`src/rtl/ov7670_pkg.sv`:
```
// ov7670_pkg: shared capture-path types and constants for the OV7670 camera blocks
package ov7670_pkg;

    typedef enum logic [1:0] {
        IDLE,
        WAIT_FRAME,
        ACTIVE
    } state_t;

    localparam int H_ACTIVE_DEF = 640;
    localparam int V_ACTIVE_DEF = 480;
    localparam int PIX_W = 16;

    // SCCB write address of the sensor, shared with the configuration controller
    localparam logic [7:0] CAMERA_ADDR = 8'h42;

endpackage

```
`src/rtl/ov7670_capture_if.sv`:
```
// ov7670_capture_if: camera parallel bus in, frame-buffer write port and status out
interface ov7670_capture_if #(
    parameter int ADDR_W = 19
);
    import ov7670_pkg::*;

    logic              enable;
    logic              cam_vsync;
    logic              cam_href;
    logic [7:0]        cam_data;
    logic              wr_en;
    logic [ADDR_W-1:0] wr_addr;
    logic [PIX_W-1:0]  wr_data;
    logic              frame_done;
    logic [7:0]        frame_count;
    logic              line_error;
    logic              overflow;

    modport master (
        output enable, cam_vsync, cam_href, cam_data,
        input  wr_en, wr_addr, wr_data, frame_done, frame_count, line_error, overflow
    );

    modport slave (
        input  enable, cam_vsync, cam_href, cam_data,
        output wr_en, wr_addr, wr_data, frame_done, frame_count, line_error, overflow
    );

endinterface

```
`src/rtl/ov7670_sync_edge.sv`:
```
// ov7670_sync_edge: one register stage on the camera bus plus VSYNC/HREF edge detection
module ov7670_sync_edge (
    input  logic       clk,
    input  logic       reset,
    input  logic       vsync_i,
    input  logic       href_i,
    input  logic [7:0] data_i,
    output logic       href_o,
    output logic [7:0] data_o,
    output logic       vs_rise_o,
    output logic       vs_fall_o,
    output logic       hr_fall_o
);

    logic       vs_q;
    logic       vs_p_q;
    logic       hr_q;
    logic       hr_p_q;
    logic [7:0] d_q;

    // Register the bus once and keep the previous sync levels for edge detection
    always_ff @(posedge clk or posedge reset) begin
        if (reset) begin
            vs_q   <= 1'b0;
            vs_p_q <= 1'b0;
            hr_q   <= 1'b0;
            hr_p_q <= 1'b0;
            d_q    <= '0;
        end else begin
            vs_q   <= vsync_i;
            vs_p_q <= vs_q;
            hr_q   <= href_i;
            hr_p_q <= hr_q;
            d_q    <= data_i;
        end
    end

    assign href_o    = hr_q;
    assign data_o    = d_q;
    assign vs_rise_o = vs_q & ~vs_p_q;
    assign vs_fall_o = ~vs_q & vs_p_q;
    assign hr_fall_o = ~hr_q & hr_p_q;

endmodule

```
`src/rtl/ov7670_capture.sv`:
```
// ov7670_capture: pairs camera bytes into RGB565 pixels and issues linear frame-buffer writes
module ov7670_capture
    import ov7670_pkg::*;
#(
    parameter int H_ACTIVE = H_ACTIVE_DEF,
    parameter int V_ACTIVE = V_ACTIVE_DEF,
    parameter int ADDR_W   = 19
) (
    input logic               clk,
    input logic               reset,
    ov7670_capture_if.slave   bus
);

    // One extra bit so the saturation point fits even when it equals 2^ADDR_W
    localparam logic [ADDR_W:0] TOTAL = (ADDR_W+1)'(H_ACTIVE * V_ACTIVE);

    logic             hr;
    logic [7:0]       d;
    logic             vs_rise;
    logic             vs_fall;
    logic             hr_fall;

    state_t           state_q,       state_d;
    logic             phase_q,       phase_d;
    logic [7:0]       hi_q,          hi_d;
    logic [ADDR_W:0]  addr_q,        addr_d;
    logic [15:0]      x_q,           x_d;
    logic [15:0]      y_q,           y_d;
    logic             wr_en_q,       wr_en_d;
    logic [ADDR_W-1:0] wr_addr_q,    wr_addr_d;
    logic [PIX_W-1:0] wr_data_q,     wr_data_d;
    logic             frame_done_q,  frame_done_d;
    logic [7:0]       frame_count_q, frame_count_d;
    logic             line_error_q,  line_error_d;
    logic             overflow_q,    overflow_d;

    ov7670_sync_edge u_sync (
        .clk       (clk),
        .reset     (reset),
        .vsync_i   (bus.cam_vsync),
        .href_i    (bus.cam_href),
        .data_i    (bus.cam_data),
        .href_o    (hr),
        .data_o    (d),
        .vs_rise_o (vs_rise),
        .vs_fall_o (vs_fall),
        .hr_fall_o (hr_fall)
    );

    // State register
    always_ff @(posedge clk or posedge reset) begin
        if (reset) state_q <= IDLE;
        else       state_q <= state_d;
    end

    // Next state plus byte pairing, addressing and frame bookkeeping
    always_comb begin
        state_d       = state_q;
        phase_d       = phase_q;
        hi_d          = hi_q;
        addr_d        = addr_q;
        x_d           = x_q;
        y_d           = y_q;
        wr_en_d       = 1'b0;
        wr_addr_d     = wr_addr_q;
        wr_data_d     = wr_data_q;
        frame_done_d  = 1'b0;
        frame_count_d = frame_count_q;
        line_error_d  = line_error_q;
        overflow_d    = overflow_q;
        if (!bus.enable) begin
            state_d = IDLE;
        end else begin
            case (state_q)
                IDLE: state_d = WAIT_FRAME;
                WAIT_FRAME: begin
                    if (vs_fall) begin
                        state_d      = ACTIVE;
                        addr_d       = '0;
                        x_d          = '0;
                        y_d          = '0;
                        phase_d      = 1'b0;
                        line_error_d = 1'b0;
                        overflow_d   = 1'b0;
                    end
                end
                ACTIVE: begin
                    if (hr) begin
                        phase_d = ~phase_q;
                        if (!phase_q) begin
                            hi_d = d;
                        end else begin
                            x_d = x_q + 16'd1;
                            if (addr_q < TOTAL) begin
                                wr_en_d   = 1'b1;
                                wr_data_d = {hi_q, d};
                                wr_addr_d = addr_q[ADDR_W-1:0];
                                addr_d    = addr_q + (ADDR_W+1)'(1);
                            end else begin
                                overflow_d = 1'b1;
                            end
                        end
                    end else begin
                        phase_d = 1'b0;
                        if (hr_fall) begin
                            line_error_d = line_error_q | phase_q;
                            x_d          = '0;
                            if (x_q != '0) y_d = y_q + 16'd1;
                        end
                    end
                    // Frame end wins over a half pixel; a completed pixel still writes
                    if (vs_rise) begin
                        state_d       = WAIT_FRAME;
                        phase_d       = 1'b0;
                        frame_done_d  = 1'b1;
                        frame_count_d = frame_count_q + 8'd1;
                    end
                end
                default: state_d = IDLE;
            endcase
        end
    end

    // Datapath and output registers
    always_ff @(posedge clk or posedge reset) begin
        if (reset) begin
            phase_q       <= 1'b0;
            hi_q          <= '0;
            addr_q        <= '0;
            x_q           <= '0;
            y_q           <= '0;
            wr_en_q       <= 1'b0;
            wr_addr_q     <= '0;
            wr_data_q     <= '0;
            frame_done_q  <= 1'b0;
            frame_count_q <= '0;
            line_error_q  <= 1'b0;
            overflow_q    <= 1'b0;
        end else begin
            phase_q       <= phase_d;
            hi_q          <= hi_d;
            addr_q        <= addr_d;
            x_q           <= x_d;
            y_q           <= y_d;
            wr_en_q       <= wr_en_d;
            wr_addr_q     <= wr_addr_d;
            wr_data_q     <= wr_data_d;
            frame_done_q  <= frame_done_d;
            frame_count_q <= frame_count_d;
            line_error_q  <= line_error_d;
            overflow_q    <= overflow_d;
        end
    end

    assign bus.wr_en       = wr_en_q;
    assign bus.wr_addr     = wr_addr_q;
    assign bus.wr_data     = wr_data_q;
    assign bus.frame_done  = frame_done_q;
    assign bus.frame_count = frame_count_q;
    assign bus.line_error  = line_error_q;
    assign bus.overflow    = overflow_q;

endmodule

```
`src/flat_wrapper.sv`:
```
// flat-port wrapper written by rule: the top's interface ports become plain ports
module ov7670_capture_flat import ov7670_pkg::*;
#(
    parameter int H_ACTIVE = H_ACTIVE_DEF,
    parameter int V_ACTIVE = V_ACTIVE_DEF,
    parameter int ADDR_W   = 19
)
  (clk, reset, bus_enable, bus_cam_vsync, bus_cam_href, bus_cam_data, bus_wr_en, bus_wr_addr, bus_wr_data, bus_frame_done, bus_frame_count, bus_line_error, bus_overflow);
  ov7670_capture_if #(.ADDR_W(ADDR_W)) bus_i ();
  input logic clk;
  input logic reset;
  input wire logic [$bits(bus_i.enable)-1:0] bus_enable;
  input wire logic [$bits(bus_i.cam_vsync)-1:0] bus_cam_vsync;
  input wire logic [$bits(bus_i.cam_href)-1:0] bus_cam_href;
  input wire logic [$bits(bus_i.cam_data)-1:0] bus_cam_data;
  output wire logic [$bits(bus_i.wr_en)-1:0] bus_wr_en;
  output wire logic [$bits(bus_i.wr_addr)-1:0] bus_wr_addr;
  output wire logic [$bits(bus_i.wr_data)-1:0] bus_wr_data;
  output wire logic [$bits(bus_i.frame_done)-1:0] bus_frame_done;
  output wire logic [$bits(bus_i.frame_count)-1:0] bus_frame_count;
  output wire logic [$bits(bus_i.line_error)-1:0] bus_line_error;
  output wire logic [$bits(bus_i.overflow)-1:0] bus_overflow;
  assign bus_i.enable = bus_enable;
  assign bus_i.cam_vsync = bus_cam_vsync;
  assign bus_i.cam_href = bus_cam_href;
  assign bus_i.cam_data = bus_cam_data;
  assign bus_wr_en = bus_i.wr_en;
  assign bus_wr_addr = bus_i.wr_addr;
  assign bus_wr_data = bus_i.wr_data;
  assign bus_frame_done = bus_i.frame_done;
  assign bus_frame_count = bus_i.frame_count;
  assign bus_line_error = bus_i.line_error;
  assign bus_overflow = bus_i.overflow;
  ov7670_capture #(.H_ACTIVE(H_ACTIVE), .V_ACTIVE(V_ACTIVE), .ADDR_W(ADDR_W)) u_core (.clk(clk), .reset(reset), .bus(bus_i));
endmodule
```
`config.mk`:
```
export PLATFORM = sky130hd
export DESIGN_NAME = ov7670_capture_flat
export DESIGN_NICKNAME = d
export VERILOG_FILES = /design/src/rtl/ov7670_pkg.sv /design/src/rtl/ov7670_capture_if.sv /design/src/rtl/ov7670_sync_edge.sv /design/src/rtl/ov7670_capture.sv /design/src/flat_wrapper.sv
export SDC_FILE = /design/constraint.sdc
export NUM_CORES = 1
export LEC_CHECK = 0
export ABC_AREA = 1
export CORE_ASPECT_RATIO = 1.4
export CORE_MARGIN = 3
export CORE_UTILIZATION = 54
export CTS_CLUSTER_DIAMETER = 30
export DETAILED_ROUTE_END_ITERATION = 6
export PLACE_DENSITY = 0.8
export REMOVE_ABC_BUFFERS = 1
export SYNTH_ARGS = -nofsm -noshare
export SYNTH_HDL_FRONTEND = slang
export SYNTH_HIERARCHICAL = 1
export SYNTH_SLANG_ARGS = --single-unit
export TNS_END_PERCENT = 20
```
`constraint.sdc`:
```
create_clock -name clk -period 3.06 [get_ports clk]
set_input_delay 0.612 -clock clk [delete_from_list [all_inputs] [get_ports clk]]
set_output_delay 0.612 -clock clk [all_outputs]
set_load 0.01 [all_outputs]
```
==> metrics.md, run 1 <==
| Metric | Value |
|---|---|
| Final Hold Vio Count | 0 |
| Mean post-synth cell area | 8.84 um2 |
| Share of layout cells above drive strength 1 | 9.30% |
| Number of I/O pins | 60 |
| FF+latch count, synth | 90 |
| Required time at the endpoint of the critical path | 3360 ps |
| Number of placed instances with taps included | 595 |
| Critical setup path kind | primary input to flip-flop |
| Routed length on met3 | 254 um |
| Finish-stage setup viols | 0 |
| Wire length on met1 | 3.40 mm |
| Cell count after synthesis | 450 |
| TritonCTS clock tree | yes |
| Maximum resistive drop on vdd | 0.365 mV |
| Vertical die dimension | 108 um |
| Status | complete, no violations |
| Total Wirelength | 8.20 mm |
| Number of DRC violations after detailed routing | 0 |
| Average wire per cell in the routed design | 13.4 um |
| Final Skew | 5.77 ps |
| Slowest-stage cell, CP | sky130_fd_sc_hd__nand3_2 |
| Fin crit share | 74.1% |
| Vias in the first global route | 3047 |
| Share of synthesized cell area in full adder, half adder and majority cells | 0.629% |
| Total negative slack | 0 ps |
| Net count, final | 526 |
| Fraction of synthesized cell area in xor and xnor cells | 3.52% |
| Setup repair after global routing missed its margin | false |
| Die Span X | 78.5 um |
| Share of the synthesized area in compound gates (AO/OA/AOI/OAI) | 7.74% |
| Post-route non-filler standard cell count | 611 |
| Portion of netlist area occupied by mux cells | 0.283% |
| Gpl congestion | 0.842 |
| Minimum clock period after layout | 2270 ps |
| # Max-Cap Violations | 0 |
| Root buf cell | sky130_fd_sc_hd__clkbuf_8 |
| Sequential fraction of the synthesis area | 56.6% |
| Number of routed nets with antenna violations | 0 |
| Final core area utilization | 68.2% |
| Clock latency reported for the late side of the worst-skew pair | 360 ps |
| Synthesis-to-layout area growth | 21.4% |
| First-pass GRT wire length | 14.0 mm |
| Design Power | 2.24 mW |
| Number of sinks driven by the clock tree | 90 |
| Initial cell density of the core | 56.2% |
| Hold buffer count at CTS | 0 |
| Setup fix buffers added after clock tree synthesis | 0 |
| Maximum number of pins on one net before global-route repair | 32 |
| Min-delay worst type | flip-flop to flip-flop |
| Biggest fanout along the worst timing path | 28 |
| DIE AREA | 0.00844 mm2 |
| Htree depth | 3 |
| Cell family contributing the most delay on the critical path | buffers and inverters |
| Hpwl dp | 5.95 mm |
| Main combinational cell family by area after synthesis | simple AND/OR/NAND/NOR gates |
| Number of clock buffers inserted by TritonCTS | 9 |
| Detailed router's first-iteration violation count | 255 |
| Relative max-transition margin | 55.4% |
| Cell variety after synth | 29 |
| Post-CTS resize count | 0 |
| Fmax | 441 MHz |
| Dominant cell type by count on the critical path | sky130_fd_sc_hd__nand2_1 |
| Cell Area, Synth | 0.00398 mm2 |
| Worst path arrival time | 2560 ps |
| Total power divided by cell area | 464 mW/mm2 |
| Total inserted antenna cells | 0 |
| Leakage | 2.27 nW |
| Via total after detailed routing | 3095 |
| Crit path cell chain | clkdlybuf4s50_1 > inv_1 > nor2_2 > nand3_2 > inv_2 > nand2_1 > nand2_1 |
| Standard-cell rows | 36 |
| Avg Vias per Cell | 5.07 |
| Maximum root-to-sink buffer count | 2 |
| Initial antenna violation count | 0 |
| Number of I/O port buffers | 59 |
| Final count of pins violating max slew | 0 |
| Setup crit start kind | primary input |
| Count of buffer and inverter cells on the critical path | 3 |
| Crit-path max cell delay | 530 ps |
| GRT Total Usage | 21.2% |
| Nature of the critical path endpoint | flip-flop |
| Core area | 0.00707 mm2 |
| Overflow after GRT | 0 |
| Actual transition at the worst max-transition pin | 667 ps |
| First-pass iteration count of the detailed router | 4 |
| DR top layer | met4 |
| Post-Synth Simple-Gate Area | 24.1% |
| Warnings, synthesis | 6 |
| Met2 Wirelength | 4.38 mm |
| Reg clk slew, reported paths | 90 ps |
per-stage QoR:
stage | cell area (um2) | hold slack [ps] | setup WS, ps
after global routing | 4830 | 436 | 566
final | 4830 | 412 | 792
after global placement | 4630 | 383 | 499
after floorplan | 3870 | 374 | 453
after CTS | 4830 | 410 | 823
after detailed placement | 4630 | 386 | 425
cell usage after synthesis:
master	count	share of area (%)
sky130_fd_sc_hd__nor2_1	26	2.5
sky130_fd_sc_hd__buf_2	7	0.88
sky130_fd_sc_hd__o21ai_2	12	2.6
sky130_fd_sc_hd__nor2_2	3	0.47
sky130_fd_sc_hd__buf_6	5	1.4
sky130_fd_sc_hd__o21ai_0	18	2.3
sky130_fd_sc_hd__nand4_1	6	0.94
sky130_fd_sc_hd__mux2_2	1	0.28
sky130_fd_sc_hd__buf_4	1	0.19
sky130_fd_sc_hd__inv_1	43	4.1
sky130_fd_sc_hd__dfrtp_1	90	57
sky130_fd_sc_hd__nor3_1	5	0.63
sky130_fd_sc_hd__or2_2	1	0.16
sky130_fd_sc_hd__nand2_2	1	0.16
sky130_fd_sc_hd__o21ai_1	19	2.4
sky130_fd_sc_hd__nand3b_1	2	0.38
sky130_fd_sc_hd__nand2_1	151	14
sky130_fd_sc_hd__xnor2_1	3	0.66
sky130_fd_sc_hd__nor3_4	1	0.41
sky130_fd_sc_hd__and2_1	1	0.16
sky130_fd_sc_hd__inv_2	5	0.47
sky130_fd_sc_hd__ha_1	2	0.63
sky130_fd_sc_hd__and3_1	1	0.16
sky130_fd_sc_hd__a21oi_1	2	0.25
sky130_fd_sc_hd__clkbuf_1	1	0.094
sky130_fd_sc_hd__o31ai_1	1	0.19
sky130_fd_sc_hd__nand3_1	27	3.4
sky130_fd_sc_hd__xor2_1	13	2.9
sky130_fd_sc_hd__nand3_2	2	0.50
worst paths after layout:
kind	start	endpoint	slack [ps]	cells after the start
max	bus_enable	u_core/bus.wr_data[13]	790	7
min	u_core/u_sync/vs_q	u_core/u_sync/vs_p_q	410	0
max reg2reg	u_core/addr_q[12]	u_core/bus.wr_data[13]	870	7
min reg2reg	u_core/u_sync/vs_q	u_core/u_sync/vs_p_q	410	0
max in group asynchronous	reset	u_core/bus.wr_addr[14]	1670	3
min in group asynchronous	reset	u_core/u_sync/data_o[1]	600	2
power by group:
| part | total [mW] | switching, mW | internal, mW |
|---|---|---|---|
| Sequential | 1.28 | 0.0379 | 1.24 |
| Combinational | 0.171 | 0.0936 | 0.0773 |
| Clock | 0.789 | 0.414 | 0.376 |
| Total | 2.24 | 0.545 | 1.70 |
flip-flops by register name, indices dropped and copies added (netlist names), 2 cells and up:
signal / flops
u_core/state_q: 2
u_core/addr_q: 20
u_core/hi_q: 8
u_core/bus.frame_count: 8
u_core/u_sync/data_o: 8
u_core/bus.wr_addr: 19
u_core/bus.wr_data: 16
cell type report:
type / count / area [um2]
Clock inverter: 7 / 68.8
Fill cell: 568 / 2250
Clock buffer: 9 / 124
Tap cell: 95 / 119
Multi-Input combinational cell: 298 / 1440
Inverter: 48 / 180
Sequential cell: 90 / 2250
Timing Repair Buffer: 64 / 641
cells by family (layout without fill, tap and decap cells):
logic type,Yosys count,in the layout
compound gates,52,52
flops,90,90
fa+ha+maj,2,2
simple gates,227,227
xor+xnor,16,16
buf+inv,62,128
mux,1,1
per-layer routing:
metal  track usage [%]  vias up
met5                 0        -
met4              10.3        0
met3              2.68       12
met2              36.5       63
met1              26.4     1487
li1                  -     1533
worst reg2reg max path: stages, from the launching register on:
cell,delay [ps]
sky130_fd_sc_hd__dfrtp_1,470
sky130_fd_sc_hd__nand3_1,130
sky130_fd_sc_hd__nand2_1,80
sky130_fd_sc_hd__o21ai_2,240
sky130_fd_sc_hd__nand3_2,570
sky130_fd_sc_hd__inv_2,470
sky130_fd_sc_hd__nand2_1,110
sky130_fd_sc_hd__nand2_1,70
layout by cell type, fill, tap and decap left out, types with 2 or more instances in the layout:
cell                              Yosys  layout
sky130_fd_sc_hd__nand2_1            151     151
sky130_fd_sc_hd__dfrtp_1             90      90
sky130_fd_sc_hd__clkdlybuf4s50_1      0      59
sky130_fd_sc_hd__inv_1               43      42
sky130_fd_sc_hd__nand3_1             27      27
sky130_fd_sc_hd__nor2_1              26      26
sky130_fd_sc_hd__o21ai_1             19      19
sky130_fd_sc_hd__o21ai_0             18      18
sky130_fd_sc_hd__xor2_1              13      13
sky130_fd_sc_hd__o21ai_2             12      12
sky130_fd_sc_hd__clkbuf_8             0       9
sky130_fd_sc_hd__inv_2                5       6
sky130_fd_sc_hd__nand4_1              6       6
sky130_fd_sc_hd__nor3_1               5       5
sky130_fd_sc_hd__buf_4                1       4
sky130_fd_sc_hd__clkinv_2             0       3
sky130_fd_sc_hd__nor2_2               3       3
sky130_fd_sc_hd__xnor2_1              3       3
sky130_fd_sc_hd__clkinvlp_4           0       2
sky130_fd_sc_hd__nand3b_1             2       2
sky130_fd_sc_hd__nand3_2              2       2
sky130_fd_sc_hd__a21oi_1              2       2
sky130_fd_sc_hd__ha_1                 2       2
(Power assumes the default switching activity.)
==> run 2, diff against run 1 <==
clock period = 2.2 ns   (was 3.06 ns; I/O delays follow)
==> metrics.md, run 2 (synthesis gave the netlist of run 1 again) <==
| Metric | Value |
|---|---|
| Number of clock buffers inserted by TritonCTS | 9 (unchanged) |
| Core area | 0.00707 mm2 (unchanged) |
| Maximum resistive drop on vdd | 0.564 mV (was 0.365 mV) |
| Clock latency reported for the late side of the worst-skew pair | 370 ps (was 360 ps) |
| Synthesis-to-layout area growth | 22.2% (was 21.4%) |
| TritonCTS clock tree | yes (unchanged) |
| Crit-path max cell delay | 580 ps (was 530 ps) |
| First-pass iteration count of the detailed router | 5 (was 4) |
| Slowest-stage cell, CP | sky130_fd_sc_hd__clkdlybuf4s50_1 (was sky130_fd_sc_hd__nand3_2) |
| Root buf cell | sky130_fd_sc_hd__clkbuf_8 (unchanged) |
| Vertical die dimension | 108 um (unchanged) |
| Design Power | 3.15 mW (was 2.24 mW) |
| Hpwl dp | 5.88 mm (was 5.95 mm) |
| Setup repair after global routing missed its margin | false (unchanged) |
| Net count, final | 529 (was 526) |
| Final core area utilization | 68.7% (was 68.2%) |
| Maximum root-to-sink buffer count | 2 (unchanged) |
| Number of DRC violations after detailed routing | 0 (unchanged) |
| Critical setup path kind | flip-flop to output port (was primary input to flip-flop) |
| Initial cell density of the core | 56.2% (unchanged) |
| Relative max-transition margin | 65.1% (was 55.4%) |
| Worst path arrival time | 1380 ps (was 2560 ps) |
| Count of buffer and inverter cells on the critical path | 1 (was 3) |
| Overflow after GRT | 0 (unchanged) |
| Setup crit start kind | flip-flop (was primary input) |
| Reg clk slew, reported paths | 90 ps (about the same) |
| Total power divided by cell area | 649 mW/mm2 (was 464 mW/mm2) |
| Most flop-heavy register | u_core/addr_q (unchanged) |
| Final count of pins violating max slew | 0 (unchanged) |
| Avg Vias per Cell | 5.08 (was 5.07) |
| Biggest fanout along the worst timing path | 6 (was 28) |
| Crit path cell chain | clkdlybuf4s50_1 (was clkdlybuf4s50_1 > inv_1 > nor2_2 > nand3_2 > inv_2 > nand2_1 > nand2_1) |
| Finish-stage setup viols | 0 (unchanged) |
| Fmax | 548 MHz |
| Minimum clock period after layout | 1820 ps |
| Setup fix buffers added after clock tree synthesis | 0 (unchanged) |
| DIE AREA | 0.00844 mm2 (unchanged) |
| Fin crit share | 82.9% |
| Number of flip-flops under the largest register name | 20 (unchanged) |
| Htree depth | 3 (unchanged) |
| Share of layout cells above drive strength 1 | 9.83% (was 9.30%) |
| Via total after detailed routing | 3120 (was 3095) |
| Total inserted antenna cells | 0 (unchanged) |
| Gpl congestion | 0.828 (was 0.842) |
| Post-route non-filler standard cell count | 614 (was 611) |
| Number of I/O port buffers | 59 (unchanged) |
| Die Span X | 78.5 um (unchanged) |
| Number of placed instances with taps included | 598 (was 595) |
| Post-CTS resize count | 0 (unchanged) |
| Most common cell after layout, fill and taps aside | sky130_fd_sc_hd__nand2_1 (unchanged) |
| Leakage | 2.28 nW (was 2.27 nW) |
| Hold buffer count at CTS | 0 (unchanged) |
| GRT Total Usage | 21.3% (was 21.2%) |
| Standard-cell rows | 36 (unchanged) |
| Min-delay worst type | flip-flop to flip-flop (unchanged) |
| Commonest cells after routing, fill and taps aside | sky130_fd_sc_hd__nand2_1, sky130_fd_sc_hd__dfrtp_1, sky130_fd_sc_hd__clkdlybuf4s50_1 (unchanged) |
| Actual transition at the worst max-transition pin | 523 ps (was 667 ps) |
| Required time at the endpoint of the critical path | 1760 ps (was 3360 ps) |
| Number of routed nets with antenna violations | 0 (unchanged) |
| Maximum number of pins on one net before global-route repair | 45 (was 32) |
| # Max-Cap Violations | 0 (unchanged) |
| Detailed router's first-iteration violation count | 240 (was 255) |
| Final WS setup | 376 ps (was 792 ps) |
| Final Hold Vio Count | 0 (unchanged) |
| Vias in the first global route | 3140 (was 3047) |
| Layout filler cell count | 562 (was 568) |
| Worst slack after detailed placement | 230 ps (was 425 ps) |
| First-pass GRT wire length | 13.9 mm (was 14.0 mm) |
| Number of I/O pins | 60 (unchanged) |
| Total Wirelength | 8.13 mm (was 8.20 mm) |
| Initial antenna violation count | 0 (unchanged) |
| Final Skew | 11.4 ps (was 5.77 ps) |
| Number of sinks driven by the clock tree | 90 (unchanged) |
| Nature of the critical path endpoint | output port (was flip-flop) |
| Total negative slack | 0 ps (unchanged) |
| Cell family contributing the most delay on the critical path | buffers and inverters (unchanged) |
| Average wire per cell in the routed design | 13.2 um (was 13.4 um) |
| Status | complete, no violations (unchanged) |
==> run 2: cell count changes in the layout (fill, tap and decap cells not counted), sizes merged <==
cell      before  now
clkinv         3    2
inv           49   48
clkinvlp       2    3
buf            5    8
clkbuf         9   10
==> run 2: layout make-up <==
cell class	instances	area [um2]	area share, %
Clock buffer	10	138	2.83
Timing Repair Buffer	67	663	13.6
Tap cell	95	119	2.45
Clock inverter	6	66.3	1.36
Multi-Input combinational cell	298	1440	29.7
Inverter	48	180	3.71
Sequential cell	90	2250	46.3
==> run 2: path summary, 6_finish.rpt <==
check	from	end	slack (ps)	depth (start not counted)
max	u_core/bus.frame_count[4]	bus_frame_count[4]	380	1
min	u_core/u_sync/vs_q	u_core/u_sync/vs_p_q	400	0
max reg2reg	u_core/state_q[0]	u_core/bus.wr_data[11]	430	10
min reg2reg	u_core/u_sync/vs_q	u_core/u_sync/vs_p_q	400	0
max in group asynchronous	reset	u_core/bus.wr_data[9]	1280	3
min in group asynchronous	reset	u_core/u_sync/data_o[0]	430	2
==> run 2: per-layer routing <==
layer  global-route usage [%]  routed length [um]  up-vias
met5                        0                   0        -
met4                     13.0                 247        0
met3                     4.86                 339       23
met2                     35.8                4230       76
met1                     24.3                3310     1481
li1                         -                   -     1540
==> run 2: worst register-to-register path, cell delays in order (launching register included) <==
cell,delay (ps)
sky130_fd_sc_hd__dfrtp_1,430
sky130_fd_sc_hd__inv_2,80
sky130_fd_sc_hd__nand2_2,110
sky130_fd_sc_hd__inv_2,100
sky130_fd_sc_hd__nand2_1,100
sky130_fd_sc_hd__nor2_2,150
sky130_fd_sc_hd__nand3_2,120
sky130_fd_sc_hd__buf_12,210
sky130_fd_sc_hd__inv_2,220
sky130_fd_sc_hd__nand2_1,110
sky130_fd_sc_hd__nand2_1,80
==> run 2: report_power, final <==
part           leakage [nW]  internal [mW]  switching (mW)
Clock                0.0945          0.555           0.582
Combinational         0.975          0.105           0.128
Sequential             1.21           1.73          0.0546
Total                  2.28           2.39           0.765
==> run 2: metrics by stage <==
stage,cell area [um2],hold slack (ps)
after floorplan,3870,305
after global placement,4660,381
after detailed placement,4660,387
after CTS,4860,408
after global routing,4860,423
final,4860,404
==> run 3, diff against run 2 <==
clock period = 1.84 ns   (was 2.2 ns; I/O delays follow)
==> metrics.md, run 3 (synthesis gave the netlist of run 1 again) <==
| Metric | Value |
|---|---|
| Nature of the critical path endpoint | output port (unchanged) |
| Status | complete, no violations (unchanged) |
| Setup repair after global routing missed its margin | false (unchanged) |
| Post-CTS resize count | 0 (unchanged) |
| Maximum resistive drop on vdd | 0.630 mV (was 0.564 mV) |
| Finish-stage setup viols | 0 (unchanged) |
| Final Hold Vio Count | 0 (unchanged) |
| Hpwl dp | 6.06 mm (was 5.88 mm) |
| Via total after detailed routing | 3141 (was 3120) |
| Maximum number of pins on one net before global-route repair | 46 (was 45) |
| Die Span X | 78.5 um (unchanged) |
| Vertical die dimension | 108 um (unchanged) |
| Minimum clock period after layout | 1740 ps |
| Clock latency reported for the late side of the worst-skew pair | 350 ps (was 370 ps) |
| Smallest hold slack | 383 ps (was 404 ps) |
| Critical setup path kind | flip-flop to output port (unchanged) |
| Standard-cell rows | 36 (unchanged) |
| Total Wirelength | 8.20 mm (was 8.13 mm) |
| Fin crit share | 94.5% |
| Initial cell density of the core | 56.2% (unchanged) |
| Design Power | 4.05 mW (was 3.15 mW) |
| Initial antenna violation count | 0 (unchanged) |
| Vias in the first global route | 3154 (was 3140) |
| Reg clk slew, reported paths | 90 ps (about the same) |
| Most flop-heavy register | u_core/addr_q (unchanged) |
| First-pass iteration count of the detailed router | 5 (unchanged) |
| Setup fix buffers added after clock tree synthesis | 0 (unchanged) |
| Leakage | 2.34 nW (was 2.28 nW) |
| Number of DRC violations after detailed routing | 0 (unchanged) |
| Worst reg-to-reg setup slack | 140 ps (was 430 ps) |
| Avg Vias per Cell | 5.07 (was 5.08) |
| Hold buffer count at CTS | 0 (unchanged) |
| Average wire per cell in the routed design | 13.2 um (about the same) |
| Worst path arrival time | 1370 ps (was 1380 ps) |
| Setup crit start kind | flip-flop (unchanged) |
| Commonest cells after routing, fill and taps aside | sky130_fd_sc_hd__nand2_1, sky130_fd_sc_hd__dfrtp_1, sky130_fd_sc_hd__clkdlybuf4s50_1 (unchanged) |
| Share of layout cells above drive strength 1 | 10.7% (was 9.83%) |
| Core area | 0.00707 mm2 (unchanged) |
| Total inserted antenna cells | 0 (unchanged) |
| Layout filler cell count | 564 (was 562) |
| Detailed router's first-iteration violation count | 255 (was 240) |
| Slowest-stage cell, CP | sky130_fd_sc_hd__clkdlybuf4s50_1 (unchanged) |
| Root buf cell | sky130_fd_sc_hd__clkbuf_8 (unchanged) |
| Number of routed nets with antenna violations | 0 (unchanged) |
| Min-delay worst type | primary input to asynchronous set/reset pin (was flip-flop to flip-flop) |
| Fmax | 575 MHz |
| Synthesis-to-layout area growth | 24.6% (was 22.2%) |
| Net count, final | 535 (was 529) |
| Total power divided by cell area | 818 mW/mm2 (was 649 mW/mm2) |
| Final count of pins violating max slew | 0 (unchanged) |
| Number of sinks driven by the clock tree | 90 (unchanged) |
| Number of flip-flops under the largest register name | 20 (unchanged) |
| Cell family contributing the most delay on the critical path | buffers and inverters (unchanged) |
| Count of buffer and inverter cells on the critical path | 1 (unchanged) |
| Crit-path max cell delay | 570 ps (was 580 ps) |
| # Max-Cap Violations | 0 (unchanged) |
| First-pass GRT wire length | 14.1 mm (was 13.9 mm) |
| Most common cell after layout, fill and taps aside | sky130_fd_sc_hd__nand2_1 (unchanged) |
| Biggest fanout along the worst timing path | 6 (unchanged) |
| Final Skew | 6.69 ps (was 11.4 ps) |
| Gpl congestion | 0.871 (was 0.828) |
| Crit path cell chain | clkdlybuf4s50_1 (unchanged) |
| TritonCTS clock tree | yes (unchanged) |
| Relative max-transition margin | 69.5% (was 65.1%) |
| Actual transition at the worst max-transition pin | 457 ps (was 523 ps) |
| Htree depth | 3 (unchanged) |
| Number of I/O port buffers | 59 (unchanged) |
| GRT Total Usage | 21.4% (was 21.3%) |
| Required time at the endpoint of the critical path | 1470 ps (was 1760 ps) |
| Number of clock buffers inserted by TritonCTS | 9 (unchanged) |
| Number of I/O pins | 60 (unchanged) |
| DIE AREA | 0.00844 mm2 (unchanged) |
| Maximum root-to-sink buffer count | 2 (unchanged) |
| Overflow after GRT | 0 (unchanged) |
-- run 3: worst register-to-register path: cells and delay by family, from the launching register on --
kind                       cells  cell delay [ps]
AOI/OAI and AO/OA              2              430
adders and majority gates      1              220
DFF                            1              440
and+or+nand+nor                4              520
-- run 3: metrics by stage --
stage                     TNS [ps]  setup WS, ps  std cells  instance area, um2  utilization (%)
after CTS                        0          72.5        620                4950             70.0
after detailed placement     -18.0         -18.0        604                4700             66.5
final                            0           101        620                4950             70.0
after global placement           0          33.9        604                4700             66.5
after global routing             0          11.8        620                4950             70.0
after floorplan             -47330          -523        436                3870                -
-- run 3: layer usage --
layer / vias up / track usage, % / wire length [um]
met5: - / 0 / 0
met4: 0 / 8.75 / 187
met3: 14 / 5.28 / 361
met2: 77 / 36.3 / 4340
met1: 1497 / 26.1 / 3310
li1: 1553 / - / -
-- run 3: power by group --
part	switching (mW)	internal [mW]	total, mW
registers	0.0614	2.07	2.13
clock network	0.659	0.977	1.64
logic	0.154	0.133	0.287
total	0.875	3.18	4.05
-- run 3: layout make-up --
type / count / area, um2 / area share [%]
flip-flops and latches: 90 / 2250 / 45.5
multi-input cells: 298 / 1440 / 29.1
repair buffers: 73 / 708 / 14.3
inverters: 48 / 180 / 3.64
clock buffers: 12 / 155 / 3.13
well taps: 95 / 119 / 2.40
clock inverters: 4 / 97.6 / 1.97
-- run 3: final timing paths --
kind | start | end | depth (start not counted)
max | u_core/bus.frame_count[4] | bus_frame_count[4] | 1
max reg2reg | u_core/addr_q[0] | u_core/addr_q[12] | 7
max in group asynchronous | reset | u_core/addr_q[7] | 3
min | reset | u_core/u_sync/data_o[0] | 2
min in group clk | u_core/u_sync/vs_q | u_core/u_sync/vs_p_q | 0
min reg2reg | u_core/u_sync/vs_q | u_core/u_sync/vs_p_q | 0
